`src/rtl/seq_chunk_adder_pkg.sv`:
```
// Shared types and helpers for the sequential chunked adder family.
// Holds the FSM state encoding, chunk-count arithmetic and the full-adder cell.
package seq_adder_pkg;

    typedef enum logic [0:0] {
        IDLE = 1'b0,
        RUN  = 1'b1
    } state_t;

    // Number of chunk steps needed to cover the operand width.
    function automatic int calc_nch(input int width, input int chunk);
        return width / chunk;
    endfunction

    // Chunk-index register width; kept at one bit even for a single chunk.
    function automatic int calc_idx_w(input int nch);
        int w;
        w = $clog2(nch);
        return (w < 1) ? 1 : w;
    endfunction

    // One full-adder cell, returned as {carry, sum}.
    function automatic logic [1:0] full_add(input logic x, input logic y, input logic ci);
        logic s_bit;
        logic c_bit;
        s_bit = x ^ y ^ ci;
        c_bit = (x & y) | (ci & (x ^ y));
        return {c_bit, s_bit};
    endfunction

endpackage

```
`src/rtl/seq_chunk_adder_if.sv`:
```
// Request/result bundle between a client and seq_chunk_adder.
// The client side drives the operands and start; the adder returns status and result.
interface seq_chunk_adder_if #(
    parameter int WIDTH = 32
);
    logic             start;
    logic             ready;
    logic [WIDTH-1:0] a;
    logic [WIDTH-1:0] b;
    logic             cin;
    logic             sub;
    logic [WIDTH-1:0] s;
    logic             cout;
    logic             ovf;
    logic             done;

    modport master (
        output start, a, b, cin, sub,
        input  ready, s, cout, ovf, done
    );

    modport slave (
        input  start, a, b, cin, sub,
        output ready, s, cout, ovf, done
    );
endinterface

```
`src/rtl/seq_chunk_adder_rca.sv`:
```
// Combinational CHUNK-bit ripple-carry adder made of full-adder cells.
// Also exposes the carry into the top bit so the caller can derive signed overflow.
module chunk_rca
    import seq_adder_pkg::*;
#(
    parameter int CHUNK = 8
) (
    input  logic [CHUNK-1:0] x,
    input  logic [CHUNK-1:0] y,
    input  logic             ci,
    output logic [CHUNK-1:0] sum,
    output logic             co,
    output logic             c_msb_in
);

    logic [CHUNK:0] c_s;

    assign c_s[0] = ci;

    for (genvar i = 0; i < CHUNK; i++) begin : g_fa
        logic [1:0] fa_s;
        assign fa_s     = full_add(x[i], y[i], c_s[i]);
        assign sum[i]   = fa_s[0];
        assign c_s[i+1] = fa_s[1];
    end

    assign co       = c_s[CHUNK];
    assign c_msb_in = c_s[CHUNK-1];

endmodule

```
`src/rtl/seq_chunk_adder.sv`:
```
// Multi-cycle adder/subtractor: CHUNK bits per clock through one registered carry.
// Start/ready/done handshake, subtract mode and signed-overflow flag.
module seq_chunk_adder
    import seq_adder_pkg::*;
#(
    parameter int WIDTH = 32,
    parameter int CHUNK = 8
) (
    input  logic               clk,
    input  logic               rst,
    seq_chunk_adder_if.slave   bus
);

    localparam int NCH   = calc_nch(WIDTH, CHUNK);
    localparam int IDX_W = calc_idx_w(NCH);
    localparam logic [IDX_W-1:0] K_LAST = IDX_W'(NCH - 1);

    if ((WIDTH % CHUNK) != 0) begin : g_bad_chunk
        $error("seq_chunk_adder: WIDTH must be an integer multiple of CHUNK");
    end

    state_t                       state_r;
    logic [NCH-1:0][CHUNK-1:0]    a_r;
    logic [NCH-1:0][CHUNK-1:0]    b_r;
    logic [NCH-1:0][CHUNK-1:0]    s_r;
    logic [IDX_W-1:0]             k_r;
    logic                         carry_r;
    logic                         cout_r;
    logic                         ovf_r;
    logic                         done_r;
    logic                         ready_r;

    logic [CHUNK-1:0]             x_s;
    logic [CHUNK-1:0]             y_s;
    logic [CHUNK-1:0]             sum_s;
    logic                         co_s;
    logic                         cmsb_s;

    // b is stored pre-inverted for subtract, so the datapath only ever adds.
    assign x_s = a_r[k_r];
    assign y_s = b_r[k_r];

    chunk_rca #(
        .CHUNK (CHUNK)
    ) u_rca (
        .x        (x_s),
        .y        (y_s),
        .ci       (carry_r),
        .sum      (sum_s),
        .co       (co_s),
        .c_msb_in (cmsb_s)
    );

    // Handshake FSM, operand capture and chunk-by-chunk result accumulation.
    always_ff @(posedge clk or posedge rst) begin
        if (rst) begin
            state_r <= IDLE;
            a_r     <= '0;
            b_r     <= '0;
            s_r     <= '0;
            k_r     <= '0;
            carry_r <= 1'b0;
            cout_r  <= 1'b0;
            ovf_r   <= 1'b0;
            done_r  <= 1'b0;
            ready_r <= 1'b1;
        end else begin
            case (state_r)
                IDLE: begin
                    done_r <= 1'b0;
                    if (bus.start) begin
                        a_r     <= bus.a;
                        b_r     <= bus.b ^ {WIDTH{bus.sub}};
                        carry_r <= bus.sub ? 1'b1 : bus.cin;
                        k_r     <= '0;
                        ready_r <= 1'b0;
                        state_r <= RUN;
                    end else begin
                        ready_r <= 1'b1;
                    end
                end
                RUN: begin
                    s_r[k_r] <= sum_s;
                    carry_r  <= co_s;
                    if (k_r == K_LAST) begin
                        cout_r  <= co_s;
                        ovf_r   <= co_s ^ cmsb_s;
                        done_r  <= 1'b1;
                        ready_r <= 1'b1;
                        k_r     <= '0;
                        state_r <= IDLE;
                    end else begin
                        k_r <= k_r + IDX_W'(1);
                    end
                end
                default: begin
                    done_r  <= 1'b0;
                    ready_r <= 1'b1;
                    k_r     <= '0;
                    state_r <= IDLE;
                end
            endcase
        end
    end

    assign bus.s     = s_r;
    assign bus.cout  = cout_r;
    assign bus.ovf   = ovf_r;
    assign bus.done  = done_r;
    assign bus.ready = ready_r;

endmodule

```
`src/flat_wrapper.sv`:
```
// flat-port wrapper written by rule: the top's interface ports become plain ports
module seq_chunk_adder_flat import seq_adder_pkg::*;
#(
    parameter int WIDTH = 32,
    parameter int CHUNK = 8
)
  (clk, rst, bus_start, bus_a, bus_b, bus_cin, bus_sub, bus_ready, bus_s, bus_cout, bus_ovf, bus_done);
  seq_chunk_adder_if #(.WIDTH(WIDTH)) bus_i ();
  input  logic clk;
  input  logic rst;
  input wire logic [$bits(bus_i.start)-1:0] bus_start;
  input wire logic [$bits(bus_i.a)-1:0] bus_a;
  input wire logic [$bits(bus_i.b)-1:0] bus_b;
  input wire logic [$bits(bus_i.cin)-1:0] bus_cin;
  input wire logic [$bits(bus_i.sub)-1:0] bus_sub;
  output wire logic [$bits(bus_i.ready)-1:0] bus_ready;
  output wire logic [$bits(bus_i.s)-1:0] bus_s;
  output wire logic [$bits(bus_i.cout)-1:0] bus_cout;
  output wire logic [$bits(bus_i.ovf)-1:0] bus_ovf;
  output wire logic [$bits(bus_i.done)-1:0] bus_done;
  assign bus_i.start = bus_start;
  assign bus_i.a = bus_a;
  assign bus_i.b = bus_b;
  assign bus_i.cin = bus_cin;
  assign bus_i.sub = bus_sub;
  assign bus_ready = bus_i.ready;
  assign bus_s = bus_i.s;
  assign bus_cout = bus_i.cout;
  assign bus_ovf = bus_i.ovf;
  assign bus_done = bus_i.done;
  seq_chunk_adder #(.WIDTH(WIDTH), .CHUNK(CHUNK)) u_core (.clk(clk), .rst(rst), .bus(bus_i));
endmodule
```
`config.mk`:
```
export PLATFORM = sky130hd
export DESIGN_NAME = seq_chunk_adder_flat
export DESIGN_NICKNAME = d
export VERILOG_FILES = /design/src/rtl/seq_chunk_adder_pkg.sv /design/src/rtl/seq_chunk_adder_if.sv /design/src/rtl/seq_chunk_adder_rca.sv /design/src/rtl/seq_chunk_adder.sv /design/src/flat_wrapper.sv
export SDC_FILE = /design/constraint.sdc
export NUM_CORES = 1
export LEC_CHECK = 0
export ABC_CLOCK_PERIOD_IN_PS = 5100
export CORE_ASPECT_RATIO = 1.1
export CORE_MARGIN = 10
export CORE_UTILIZATION = 38
export CTS_CLUSTER_DIAMETER = 30
export DETAILED_ROUTE_END_ITERATION = 10
export HOLD_SLACK_MARGIN = 0.12
export MAX_ROUTING_LAYER = met4
export PLACE_DENSITY_LB_ADDON = 0.25
export SETUP_SLACK_MARGIN = 0.3
export SYNTH_ARGS = -nofsm -noshare
export SYNTH_HDL_FRONTEND = slang
export SYNTH_SLANG_ARGS = --single-unit
```
`constraint.sdc`:
```
create_clock -name clk -period 5.1 [get_ports clk]
set_clock_uncertainty 0.1 [all_clocks]
set_input_delay 1.02 -clock clk [delete_from_list [all_inputs] [get_ports clk]]
set_output_delay 1.02 -clock clk [all_outputs]
set_load 0.005 [all_outputs]
```
==> metrics.yaml, run 1 <==
status: "completed"
drt_first_pass_iters: 4
yosys-top-cells-area: "dfrtp_1 50%, mux2_4 14%, mux2_2 8.8%"
finalHoldViolCount: 0
ios: 105
gr-usage-all-layers_pct: 12.86
wl_per_cell_um: 19.44
hold_class: "reg2reg"
syn-cell-area_um2: 5109
dp_cells: 571
antenna_cells: 0
yosysMostFrequentCell: "dfrtp_1"
yosysWarnings: 0
slew_viol_final: 0
grt_max_degree: 84
synth-seq-cells: 104
required_ns: 5.25
design_area_um2: 6502
ys_top_cells_by_count: "103 x dfrtp_1, 49 x mux2_4, 40 x mux2_2"
portBuffers: 104
totalPowerFinal_mw: 4.673
worstHoldStart: "u_core.bus.ready"
r2r_start: "u_core.k_r[1]"
r2r_end: "u_core.bus.s[23]"
p_leak_nw: 2.813
powerDensity_nw_per_um2: 718.7
antenna_found_initial: 0
vias: 2871
syn_nets: 399
max_freq_mhz: 219.6
pwr-share-clk_pct: 14.9
synthCells: 318
layout-drive-gt1-share_pct: 31.69
cts_tree: "done"
root_buffer: "clkbuf_16"
synth.top_cell.area_share_pct: 50.45
die_h_um: 141.6
synth_cell_types: 27
cts-resized-gates: 0
syn2layout_area_growth_pct: 27.28
crit_fanout: 10
period_share_pct: 89.28
start_util_pct: 38.66
p_int_mw: 3.077
drt_iter0_drc: 143
yosysSeqAreaShare_pct: 50.97
max_slew_margin_pct: 27.47
wirelength_um: 11410
avgViaCountPerCell: 4.891
whs_path_depth: 1
ir_drop_mv: 0.3613
r2r_setup_slack_ns: 0.55
dp_hpwl_um: 8720
clk_pin_slew_ns: 0.07
setup_violations: 0
design.core.area_um2: 13210
rsz0062_at_grt: "false"
grt_first_pass_wirelength_um: 18110
combPwrFrac_pct: 52.1
num_rows: 44
die_area_um2: 18490
cp.arrival_ns: 4.71
dpl_cell_area_um2: 6200
postSynth.asyncResetShare_pct: 100.0
start_kind: "flip-flop"
nets: 502
ys.flop_type: "dfrtp_1"
critPathKind: "reg2reg"
clock_latency_ns: 0.34
drc: 0
grt_pass1_vias: 3279
finalSetupTns_ns: 0
clock-sinks: 104
dieWidth_um: 130.6
grt-ovfl-total: 0
worst_slew_pin_slew_ns: 1.088
reg2reg_depth: 14
hold_buffers: 0
clk_path_buf_depth: 2
nFillCells: 1157
hold_path_end: "u_core.bus.ready"
seq_power_share_pct: 33.0
cts_buffers: 9
syn_area_per_cell_um2: 16.06
endpoint_kind: "flip-flop"
p_sw_mw: 1.597
min_period_ns: 4.554
swShare_pct: 34.17
synth_edf_count: 0
stdcell_count: 587
postCtsSetupRepairBufs: 0
cap_violations: 0
ant_nets: 0
htreeDepth: 3
synth_top_area_cell: "dfrtp_1"
place_congestion: 0.7730
[metal layers]
metal	global-route usage (%)	wire length, um	share of wire (%)	up-vias
met4	3.691	127	1.1	0
met2	20.96	5668	50	75
met3	2.423	503	4.4	7
met5	-	0	0	-
li1	-	-	-	1326
met1	15.95	5110	45	1463
[registers in the layout, indices dropped and copies added (netlist names), 2 cells and up]
name and count:
u_core.bus.s 32, u_core.k_r 2, u_core.a_r 32, u_core.b_r 32
[cells by family (layout without fill, tap and decap cells)]
logic type | Yosys count | after routing | synth area share (%)
flops | 104 | 104 | 50.97
buf+inv | 33 | 141 | 4.898
compound gates | 15 | 15 | 1.812
xor+xnor | 33 | 33 | 5.658
fa+ha+maj | 12 | 12 | 4.115
mux | 109 | 109 | 31.06
simple gates | 12 | 12 | 1.494
[worst max-delay path: stages, from the launching register on]
cell,delay (ns)
dfrtp_1,0.39
buf_4,0.23
mux4_2,0.35
fa_1,0.42
fa_1,0.39
fa_1,0.38
fa_1,0.38
fa_1,0.36
inv_1,0.08
fa_1,0.17
inv_1,0.05
fa_1,0.40
inv_1,0.09
fa_1,0.47
a31oi_1,0.20
[metrics by stage]
stage               setup slack, ns  util, %  hold WS, ns
floorplan                    0.6026        -       0.3751
global placement             0.6323    46.92       0.3845
detailed placement           0.5077    46.92       0.3864
CTS                          0.5026    49.21       0.3976
global route                 0.3642    49.21       0.4133
finish                       0.5465    49.21       0.3945
[cells in the final DEF, fill, tap and decap left out, drive strengths merged]
| cell | synthesis | final |
|---|---|---|
| o21bai | 1 | 1 |
| buf | 17 | 7 |
| nor2b | 1 | 1 |
| nor2 | 2 | 2 |
| bufinv | 0 | 1 |
| nor3b | 1 | 1 |
| xor2 | 32 | 32 |
| clkinv | 0 | 3 |
| mux4 | 16 | 16 |
| ha | 4 | 4 |
| fa | 8 | 8 |
| a31oi | 5 | 5 |
| mux2 | 89 | 89 |
| o31ai | 1 | 1 |
| nand2b | 3 | 3 |
| nand2 | 5 | 5 |
| xnor2 | 1 | 1 |
| dfrtp | 103 | 103 |
| dfstp | 1 | 1 |
| a21oi | 5 | 5 |
| o22ai | 2 | 2 |
| clkdlybuf4s50 | 0 | 103 |
| mux2i | 4 | 4 |
| inv | 15 | 17 |
| clkinvlp | 0 | 1 |
| a2bb2oi | 1 | 1 |
| clkbuf | 1 | 9 |
[power by group through the flow]
stage	logic (mW)	registers [mW]	clock network, mW
after floorplan	1.71	1.46	0
after global placement	2.39	1.54	0
after detailed placement	2.48	1.56	0
after CTS	2.48	1.55	0.708
after global routing	2.65	1.60	0.744
final	2.43	1.54	0.697
[worst max-delay path by stage]
stage | from | endpoint | slack, ns | depth (start not counted)
3_3_place_gp | u_core.k_r[1] | u_core.bus.s[23] | 0.63 | 14
6_report | u_core.k_r[1] | u_core.bus.s[23] | 0.55 | 14
4_1_cts | u_core.k_r[1] | u_core.bus.s[7] | 0.50 | 14
3_5_place_dp | u_core.k_r[1] | u_core.bus.s[7] | 0.51 | 14
5_1_grt | u_core.k_r[1] | u_core.bus.s[7] | 0.36 | 14
2_1_floorplan | u_core.k_r[0] | u_core.bus.s[15] | 0.60 | 14
[area by class of cell]
class | instances | area, um^2 | share of cell area, %
Clock inverter | 7 | 77.57 | 1.193
Sequential cell | 104 | 2604 | 40.04
Multi-Input combinational cell | 181 | 2255 | 34.67
Tap cell | 161 | 201.4 | 3.098
Clock buffer | 9 | 225.2 | 3.464
Inverter | 15 | 58.81 | 0.9044
Timing Repair Buffer | 110 | 1081 | 16.63
Note: power is estimated with default switching activity, not from simulation.
==> inputs of run 2 (changes only) <==
- CORE_ASPECT_RATIO: 1.1 -> 0.75
- GPL_ROUTABILITY_DRIVEN: default -> 0
- SKIP_CTS_REPAIR_TIMING: default -> 1
==> run 2 against run 1 <==
Routed wire length is 0.39% higher. Sequential share of layout area is 0.21 points lower. Clock-buffer cell count is 1 higher. Register-to-register slack hardly changed. Design area is 0.54% higher. Critical path depth is 1 lower. Combinational power hardly changed. First-iteration DRC count is 30% lower. Power is 0.72% higher.
==> metrics.yaml, run 2 (same netlist as run 1, synthesis figures left out) <==
status: "completed"
max_slew_margin_pct: 41.40  # +14 points
drt_iter0_drc: 100  # -30%
gr-usage-all-layers_pct: 12.72  # -0.15 points
finalSetupTns_ns: 0  # unchanged
worst_slew_pin_slew_ns: 0.8791  # -0.2089 ns
portBuffers: 104  # unchanged
clk_pin_slew_ns: 0.07  # about the same
pwr-share-clk_pct: 14.9  # about the same
wl_met2_um: 4965  # -12%
crit_fanout: 4  # -6
ant_nets: 0  # unchanged
p_int_mw: 3.093  # +0.53%
grt_max_degree: 60  # -29%
dieWidth_um: 153.9  # +18%
start_util_pct: 39.11  # +0.44 points
root_buffer: "clkbuf_16"
wl_per_cell_um: 19.12  # -1.6%
grt-ovfl-total: 0  # unchanged
nets: 504  # +0.40%
clock_latency_ns: 0.34  # about the same
die_area_um2: 18530  # +0.24%
design.core.area_um2: 13060  # -1.1%
hold_class: "reg2reg"
num_rows: 36  # -18%
rsz0062_at_grt: "false"
htreeDepth: 3  # unchanged
ios: 105  # unchanged
drc: 0  # unchanged
critPathSlowestCell: "mux4_2"
period_share_pct: 89.42  # +0.14 points
swShare_pct: 34.29  # +0.12 points
clk_path_buf_depth: 2  # unchanged
highest_layer: "met4"
cts_tree: "done"
ir_drop_mv: 0.3256  # -9.9%
grt_pass1_vias: 3226  # -1.6%
dp_hpwl_um: 8958  # +2.7%
finalHoldViolCount: 0  # unchanged
critPathKind: "reg2reg"
clock-sinks: 104  # unchanged
avgViaCountPerCell: 4.785  # -2.2%
cp.arrival_ns: 4.71  # about the same
combPwrFrac_pct: 52.0  # about the same
start_kind: "flip-flop"
critPathMaxStageDelay_ns: 0.54  # +0.07 ns
drt_first_pass_iters: 5  # +1
final_cell_mix: "103 x clkdlybuf4s50_1, 103 x dfrtp_1, 49 x mux2_4, 40 x mux2_2, 32 x xor2_1"
pre_cts_slack_ns: 0.5214  # +0.01364 ns
powerDensity_nw_per_um2: 720.0  # +0.18%
syn2layout_area_growth_pct: 27.97
crit_top_cell: "fa_1"
cts_buffers: 9  # unchanged
max_freq_mhz: 219.3  # -0.15%
die_h_um: 120.4  # -15%
min_period_ns: 4.560  # +0.006943 ns
antenna_cells: 0  # unchanged
slew_viol_final: 0  # unchanged
p_sw_mw: 1.614  # +1.1%
grt_first_pass_wirelength_um: 18120  # about the same
setup_violations: 0  # unchanged
seq_power_share_pct: 33.1  # about the same
wl_met3_um: 540  # +7.4%
worstPathCellList: "mux4_2 -> fa_1 -> fa_1 -> fa_1 -> fa_1 -> fa_1 -> inv_1 -> fa_1 -> inv_1 -> fa_1 -> inv_1 -> fa_1 -> a31oi_1"
setup_ws_ns: 0.5395  # -0.006943 ns
required_ns: 5.25  # about the same
met1_length_um: 5864  # +15%
wirelength_um: 11460  # +0.39%
layout-drive-gt1-share_pct: 32.01  # +0.32 points
cap_violations: 0  # unchanged
antenna_found_initial: 0  # unchanged
vias: 2866  # -0.17%
endpoint_kind: "flip-flop"
p_leak_nw: 2.823  # +0.35%
run 2: layout make-up:
| cell class | count | area [um^2] |
|---|---|---|
| repair buffers | 112 | 1100 |
| clock inverters | 6 | 67.56 |
| clock buffers | 10 | 239.0 |
| fillers | 1137 | 6525 |
| flip-flops and latches | 104 | 2604 |
| multi-input cells | 181 | 2255 |
| inverters | 15 | 58.81 |
| well taps | 171 | 214.0 |
run 2: worst paths after layout:
check / start / endpoint / slack (ns) / cells after the start
min in group asynchronous: rst / u_core.bus.s[13] / 1.06 / 2
setup reg to reg: u_core.k_r[1] / u_core.bus.s[23] / 0.54 / 13
setup / recovery: u_core.k_r[1] / u_core.bus.s[23] / 0.54 / 13
hold / removal: u_core.bus.ready / u_core.bus.ready / 0.40 / 1
hold reg to reg: u_core.bus.ready / u_core.bus.ready / 0.40 / 1
max in group asynchronous: rst / u_core.k_r[1] / 3.02 / 3
run 2: critical path: cells and delay by family (launching register included):
family | cells | cell delay (ns)
buffers and inverters | 3 | 0.22
AOI/OAI and AO/OA | 1 | 0.22
adders and majority gates | 8 | 2.96
muxes | 1 | 0.54
DFF | 1 | 0.42
run 2: routing by layer:
layer | track usage (%) | vias to the layer above
met5 | - | -
met4 | 2.650 | 0
met3 | 3.897 | 7
met2 | 18.44 | 83
met1 | 17.24 | 1455
li1 | - | 1321
run 2: metrics by stage:
| stage | instances | power (mW) | cell area [um^2] | utilization (%) | hold WS [ns] |
|---|---|---|---|---|---|
| floorplan | 318 | 3.169 | 5109 | - | 0.3751 |
| global placement | 583 | 3.951 | 6227 | 47.67 | 0.3853 |
| detailed placement | 583 | 4.057 | 6227 | 47.67 | 0.3908 |
| CTS | 599 | 4.765 | 6534 | 50.02 | 0.3993 |
| global route | 599 | 5.048 | 6538 | 50.05 | 0.4109 |
| finish | 599 | 4.707 | 6538 | 50.05 | 0.3975 |
run 2: power groups by stage:
| stage | Clock, mW | Sequential [mW] | Combinational [mW] |
|---|---|---|---|
| 2_1_floorplan | 0 | 1.46 | 1.71 |
| 3_3_place_gp | 0 | 1.55 | 2.40 |
| 4_1_cts | 0.714 | 1.56 | 2.49 |
| 6_report | 0.700 | 1.56 | 2.45 |
| 3_5_place_dp | 0 | 1.57 | 2.49 |
| 5_1_grt | 0.752 | 1.61 | 2.68 |
==> variant 1: new RTL, settings of run 1 <==
`CHUNK` is set to 8 in 3 places; all go to 16.
--- a/src/rtl/seq_chunk_adder_rca.sv
+++ b/src/rtl/seq_chunk_adder_rca.sv
@@ -5,3 +5,3 @@
 #(
-    parameter int CHUNK = 8
+    parameter int CHUNK = 16
 ) (
--- a/src/rtl/seq_chunk_adder.sv
+++ b/src/rtl/seq_chunk_adder.sv
@@ -6,3 +6,3 @@
     parameter int WIDTH = 32,
-    parameter int CHUNK = 8
+    parameter int CHUNK = 16
 ) (
--- a/src/flat_wrapper.sv
+++ b/src/flat_wrapper.sv
@@ -4,3 +4,3 @@
     parameter int WIDTH = 32,
-    parameter int CHUNK = 8
+    parameter int CHUNK = 16
 )
Formal check against the unedited RTL: not equivalent (a bounded check fails within 4 cycles, from zero or initial values and one cycle with rst high).
==> variant 1 against run 1 <==
- the run now ends with setup timing left
- hold slack got worse by 0.032 ns
- total power grew 1.2%
- routed wire length shrank 5.5%
- sequential power decreased by 3%
- worst setup slack got worse by 2.2 ns
- synthesized area is 2.9% lower
- sequential cell count fell by 1
- design area decreased by 0.38%
- largest power group unchanged
- highest routed layer unchanged
==> variant 1: results (changes against run 1) <==
Worst setup path
  – Worst path max stage delay: 0.44 ns (-0.03 ns)
  – Worst path slowest cell: dfrtp_2
  – CP Max Fanout: 4 (-6)
  – Worst R2R End: u_core.bus.s[31]$_DFFE_PP0P_
  – R2R depth: 21 (+7)
  – WP data arrival: 6.92 ns (+2.21 ns)
  – Flop2flop setup slack: -1.67 ns (-2.22 ns)

Placement
  – Gp weighted congestion: 0.734 (-5.0%)
  – Dpl cell area: 6160 sq um (-0.67%)
  – Detailed placer's ending HPWL: 7920 um (-9.2%)

Outcome
  – Outcome: finished with violations
  – Failing checks: setup timing

GRT
  – Vias in the first global route: 3265 (-0.43%)
  – Largest net degree at the start of global routing: 68 (-19%)
  – GRT Total Usage: 12.8% (-0.081 points)
  – Global-route wire length before repair: 17700 um (-2.4%)

Final layout
  – Net count, final: 515 (+2.6%)

Drt
  – Starting DRT DRC Count: 146 (+2.1%)
  – Via count: 2832 (-1.4%)
  – Post-DR wirelength/cell: 18.2 um (-6.3%)

STA
  – Final setup violation count: 15 (+15)
  – Worst slew pin tran: 0.961 ns (-0.127 ns)
  – Setup WS post-layout: -1.67 ns (-2.22 ns)
  – Hold Slack: 0.363 ns (-0.0315 ns)

Worst hold path
  – Hold-critical path depth: 2 (+1)
  – WHS Endpoint: u_core.bus.ready$_DFFE_PP1N_
  – Hold Crit Start: u_core.bus.ready$_DFFE_PP1N_

Power
  – Maximum VDD drop: 0.299 mV (-17%)
  – Psw: 0.00153 W (-3.9%)

Logic synthesis
  – Adder-cell share of the synthesized area: 6.45% (+2.3 points)
  – Syn nets: 409 (+2.5%)
  – Synth cell count leaders: mux2_2 (115), dfrtp_1 (102), xor2_1 (32)
  – Sequential area share after synthesis: 52.0% (+1.0 points)
  – Synth Area in Compound Gates: 0.706% (-1.1 points)
  – Multiplexer share of the synthesized area: 29.5% (-1.5 points)
  – Largest cells by area after synthesis: dfrtp_1 (51%), mux2_2 (26%), fa_1 (6.5%)
  – Yosys cell types: 24 (-11%)

Clock tree
  – Clock buffer count from CTS: 9 (unchanged)
-- variant 1: cell types whose count changed in the layout (fill, tap and decap cells not counted), sizes merged, moves of 4 or more --
cell   delta
a31oi     -4
buf       +4
fa        +8
ha        -4
inv       -7
mux2     +32
mux2i     +4
mux4     -16
nand2     -4
-- variant 1: what timing repair did --
| item | CTS | global route |
|---|---|---|
| resized for setup | 5 | 0 |
| hold buffers | 0 | 0 |
| endpoints found under the setup margin | 17 | 17 |
-- variant 1: stage by stage --
stage               utilization, %  setup WS (ns)  setup TNS (ns)  cells
global route                  51.0          -1.87          -17.99    592
detailed placement            48.5          -1.70          -16.03    576
floorplan                        -          -1.75          -16.98    324
finish                        51.0          -1.67          -15.63    592
CTS                           51.0          -1.73          -16.32    592
global placement              48.5          -1.63          -15.16    576
-- variant 1: area by class of cell --
cell class              count  area (sq um)
fillers                  1125          6220
flip-flops and latches    103          2580
multi-input cells         192          2240
repair buffers            114          1120
clock buffers              10           229
well taps                 157           196
clock inverters             6          71.3
inverters                  10          40.0
-- variant 1: power by group through the flow --
| stage | sequential, W | combinational [W] | clock [W] |
|---|---|---|---|
| floorplan | 0.00145 | 0.00172 | 0 |
| global placement | 0.00149 | 0.00249 | 0 |
| detailed placement | 0.00150 | 0.00254 | 0 |
| CTS | 0.00149 | 0.00261 | 0.000707 |
| global route | 0.00155 | 0.00284 | 0.000742 |
| finish | 0.00149 | 0.00255 | 0.000688 |
-- variant 1: worst min-delay path, stage by stage (launching register included) --
cell and delay (ns):
dfstp_2 0.37, inv_1 0.04, a21oi_1 0.05
-- variant 1: per-layer routing --
metal	routed length, um	global-route usage (%)	vias up
met5	0	-	-
met4	131	4.49	0
met3	423	2.47	9
met2	5390	20.2	56
met1	4830	16.0	1450
li1	-	-	1317
==> variant 2: new RTL, config.mk and constraints of run 1 <==
Made on the original files. Reset style: synchronous (`rst`), changed in one clocked block.
--- a/src/rtl/seq_chunk_adder.sv
+++ b/src/rtl/seq_chunk_adder.sv
@@ -54,3 +54,3 @@
     // Handshake FSM, operand capture and chunk-by-chunk result accumulation.
-    always_ff @(posedge clk or posedge rst) begin
+    always_ff @(posedge clk) begin
         if (rst) begin
Formal check against the unedited RTL: differs if rst is asserted again (counterexample within 4 cycles, from zero or initial values and one cycle with rst high); with rst held inactive, the same outputs for 10 cycles.
==> variant 2 against run 1 <==
- routed wire length grew 0.45%
- synthesized area shrank 6.9%
- sequential cell count is the same
- count of clock-buffer cells in the layout is the same
- die area shrank 5.9%
- non-clock buffer count grew 3
- global-route usage grew 0.22 points
- worst setup slack lost 0.014 ns
- design area shrank 6.1%
- critical endpoint is now u_core.bus.s[23]$_SDFFE_PP0P_
- largest cell class is now multi-input gates
Power is not compared: it rests on default switching activity, and its combinational part moved more than twofold at a synthesized area within 25%.
==> variant 2: results (changes against run 1) <==
Worst hold path
  – Hold Crit Start: u_core.bus.s[11]$_SDFFE_PP0P_
  – WHS Endpoint: u_core.bus.s[11]$_SDFFE_PP0P_
  – Hold-critical path depth: 2 (+1)
  – Hold crit path type: flip-flop to flip-flop

Logic synthesis
  – Largest cells by area after synthesis: dfxtp_1 (44%), nand2_1 (9.3%), a211oi_2 (7.9%)
  – Syn_area_per_cell: 9.61 sq um (-40%)
  – Most used DFF post-synth: dfxtp_1
  – Post-synth ARST share: 0% (-100 points)
  – Syn nets: 576 (+44%)
  – Yosys warning count: 0 (unchanged)
  – Yosys cell types: 26 (-3.7%)
  – Synth cell count leaders: nand2_1 (118), dfxtp_1 (104), a21oi_1 (60)
  – Sequential area share after synthesis: 43.8% (-7.2 points)

GRT
  – Vias in the first global route: 3631 (+11%)
  – GRT Total Usage: 13.1% (+0.22 points)
  – Global-route wire length before repair: 18200 um (+0.42%)
  – Largest net degree at the start of global routing: 75 (-11%)
  – Initial antenna violation count: 0 (unchanged)

Outcome
  – Outcome: completed

Placement
  – Placed Instances: 719 (+26%)
  – Dpl cell area: 5770 sq um (-6.9%)
  – PortBufs: 104 (unchanged)
  – Gp weighted congestion: 0.773 (about the same)
  – Detailed placer's ending HPWL: 8600 um (-1.4%)

Worst setup path
  – R2R depth: 13 (-1)
  – CP Class: flip-flop to flip-flop
  – CP Max Fanout: 5 (-5)
  – Worst R2R End: u_core.bus.s[23]$_SDFFE_PP0P_
  – WP data arrival: 4.73 ns (+0.02 ns)
  – Flop2flop setup slack: 0.53 ns
  – Reg-to-Reg Start: u_core.k_r[0]$_SDFFE_PP0P_

Power
  – Leakage: 2.13 nW
  – Maximum VDD drop: 0.205 mV

Drt
  – Starting DRT DRC Count: 187 (+31%)
  – Vias per inst: 4.88 (-0.15%)
  – Drt pass-1 iters: 5 (+1)
  – Post-DR wirelength/cell: 15.5 um (-20%)

STA
  – Rel. slew slack: 22.3% (-5.2 points)
  – Hold Slack: 0.356 ns (-0.0380 ns)
  – Slew Limit Fails: 0 (unchanged)

Final layout
  – Post-layout util: 50.3% (+1.1 points)
  – Net count, final: 660 (+31%)
  – Layout fillers: 1158 (+0.086%)
  – Share of layout cells above drive strength 1: 11.8% (-20 points)
  – Non-Filler Instances: 739 (+26%)

Clock tree
  – Clk Latency, worst-skew pair: 0.35 ns
  – H-tree lvl count: 3 (unchanged)
  – Bufs on Longest Clock Path: 2 (unchanged)
  – Clock buffer count from CTS: 9 (unchanged)
  – CTS root buf: clkbuf_16
  – Clk slew on worst S/H paths: 0.07 ns (about the same)
variant 2: changes by cell type after synthesis, moves of 11 or more:
cell,change
mux2_2,-40
a211oi_2,+30
nor2_1,+44
mux2_4,-49
xor2_1,-32
dfrtp_1,-103
xnor2_1,+32
dfxtp_1,+104
a21oi_1,+55
nand2_1,+117
a211oi_1,+11
variant 2: final cells by class:
type | instances | share of cell area [%]
clock buffers | 9 | 3.69
well taps | 154 | 3.16
inverters | 11 | 0.676
diodes | 1 | 0.0410
clock inverters | 7 | 1.05
multi-input cells | 340 | 39.0
repair buffers | 113 | 18.2
flip-flops and latches | 104 | 34.2
variant 2: through the flow:
stage | power [W] | worst slack [ns]
global placement | 0.00122 | 0.387
finish | 0.00187 | 0.533
floorplan | 0.00111 | 0.540
detailed placement | 0.00123 | 0.288
CTS | 0.00189 | 0.398
global route | 0.00195 | 0.315
variant 2: logic make-up after synthesis:
kind of cell               Yosys count  share of synthesized area, %
muxes                               16                          8.29
DFF                                104                          43.8
adders and majority gates           12                          4.42
xor gates and xnor gates            33                          6.08
and+or+nand+nor                    175                          14.6
AOI/OAI and AO/OA                  104                          16.3
buffers and inverters               51                          6.53
variant 2: power by group:
group,switching (W),internal (W)
Combinational,0.000160,0.000162
Sequential,0.0000295,0.000861
Clock,0.000320,0.000342
variant 2: timing repair:
| item | 4_1_cts | 5_1_grt |
|---|---|---|
| endpoints found under the setup margin | 4 | 5 |
| setup buffers | 0 | 3 |
| gates resized for setup | 1 | 4 |
variant 2: routing by layer:
metal | up-vias | share of wire, % | global-route usage, %
met1 | 1689 | 46 | 15.9
met5 | - | 0 | -
met4 | 0 | 0.88 | 3.29
met3 | 10 | 4.9 | 3.27
li1 | 1829 | - | -
met2 | 81 | 48 | 21.4
variant 2: critical path, cell delays in order (launching register included):
cell and delay (ns):
dfxtp_4 0.39, mux4_2 0.53, fa_1 0.45, fa_1 0.40
fa_1 0.39, fa_1 0.40, fa_1 0.37, inv_1 0.08
fa_1 0.16, inv_1 0.05, fa_1 0.39, inv_1 0.09
fa_2 0.47, a211oi_1 0.20
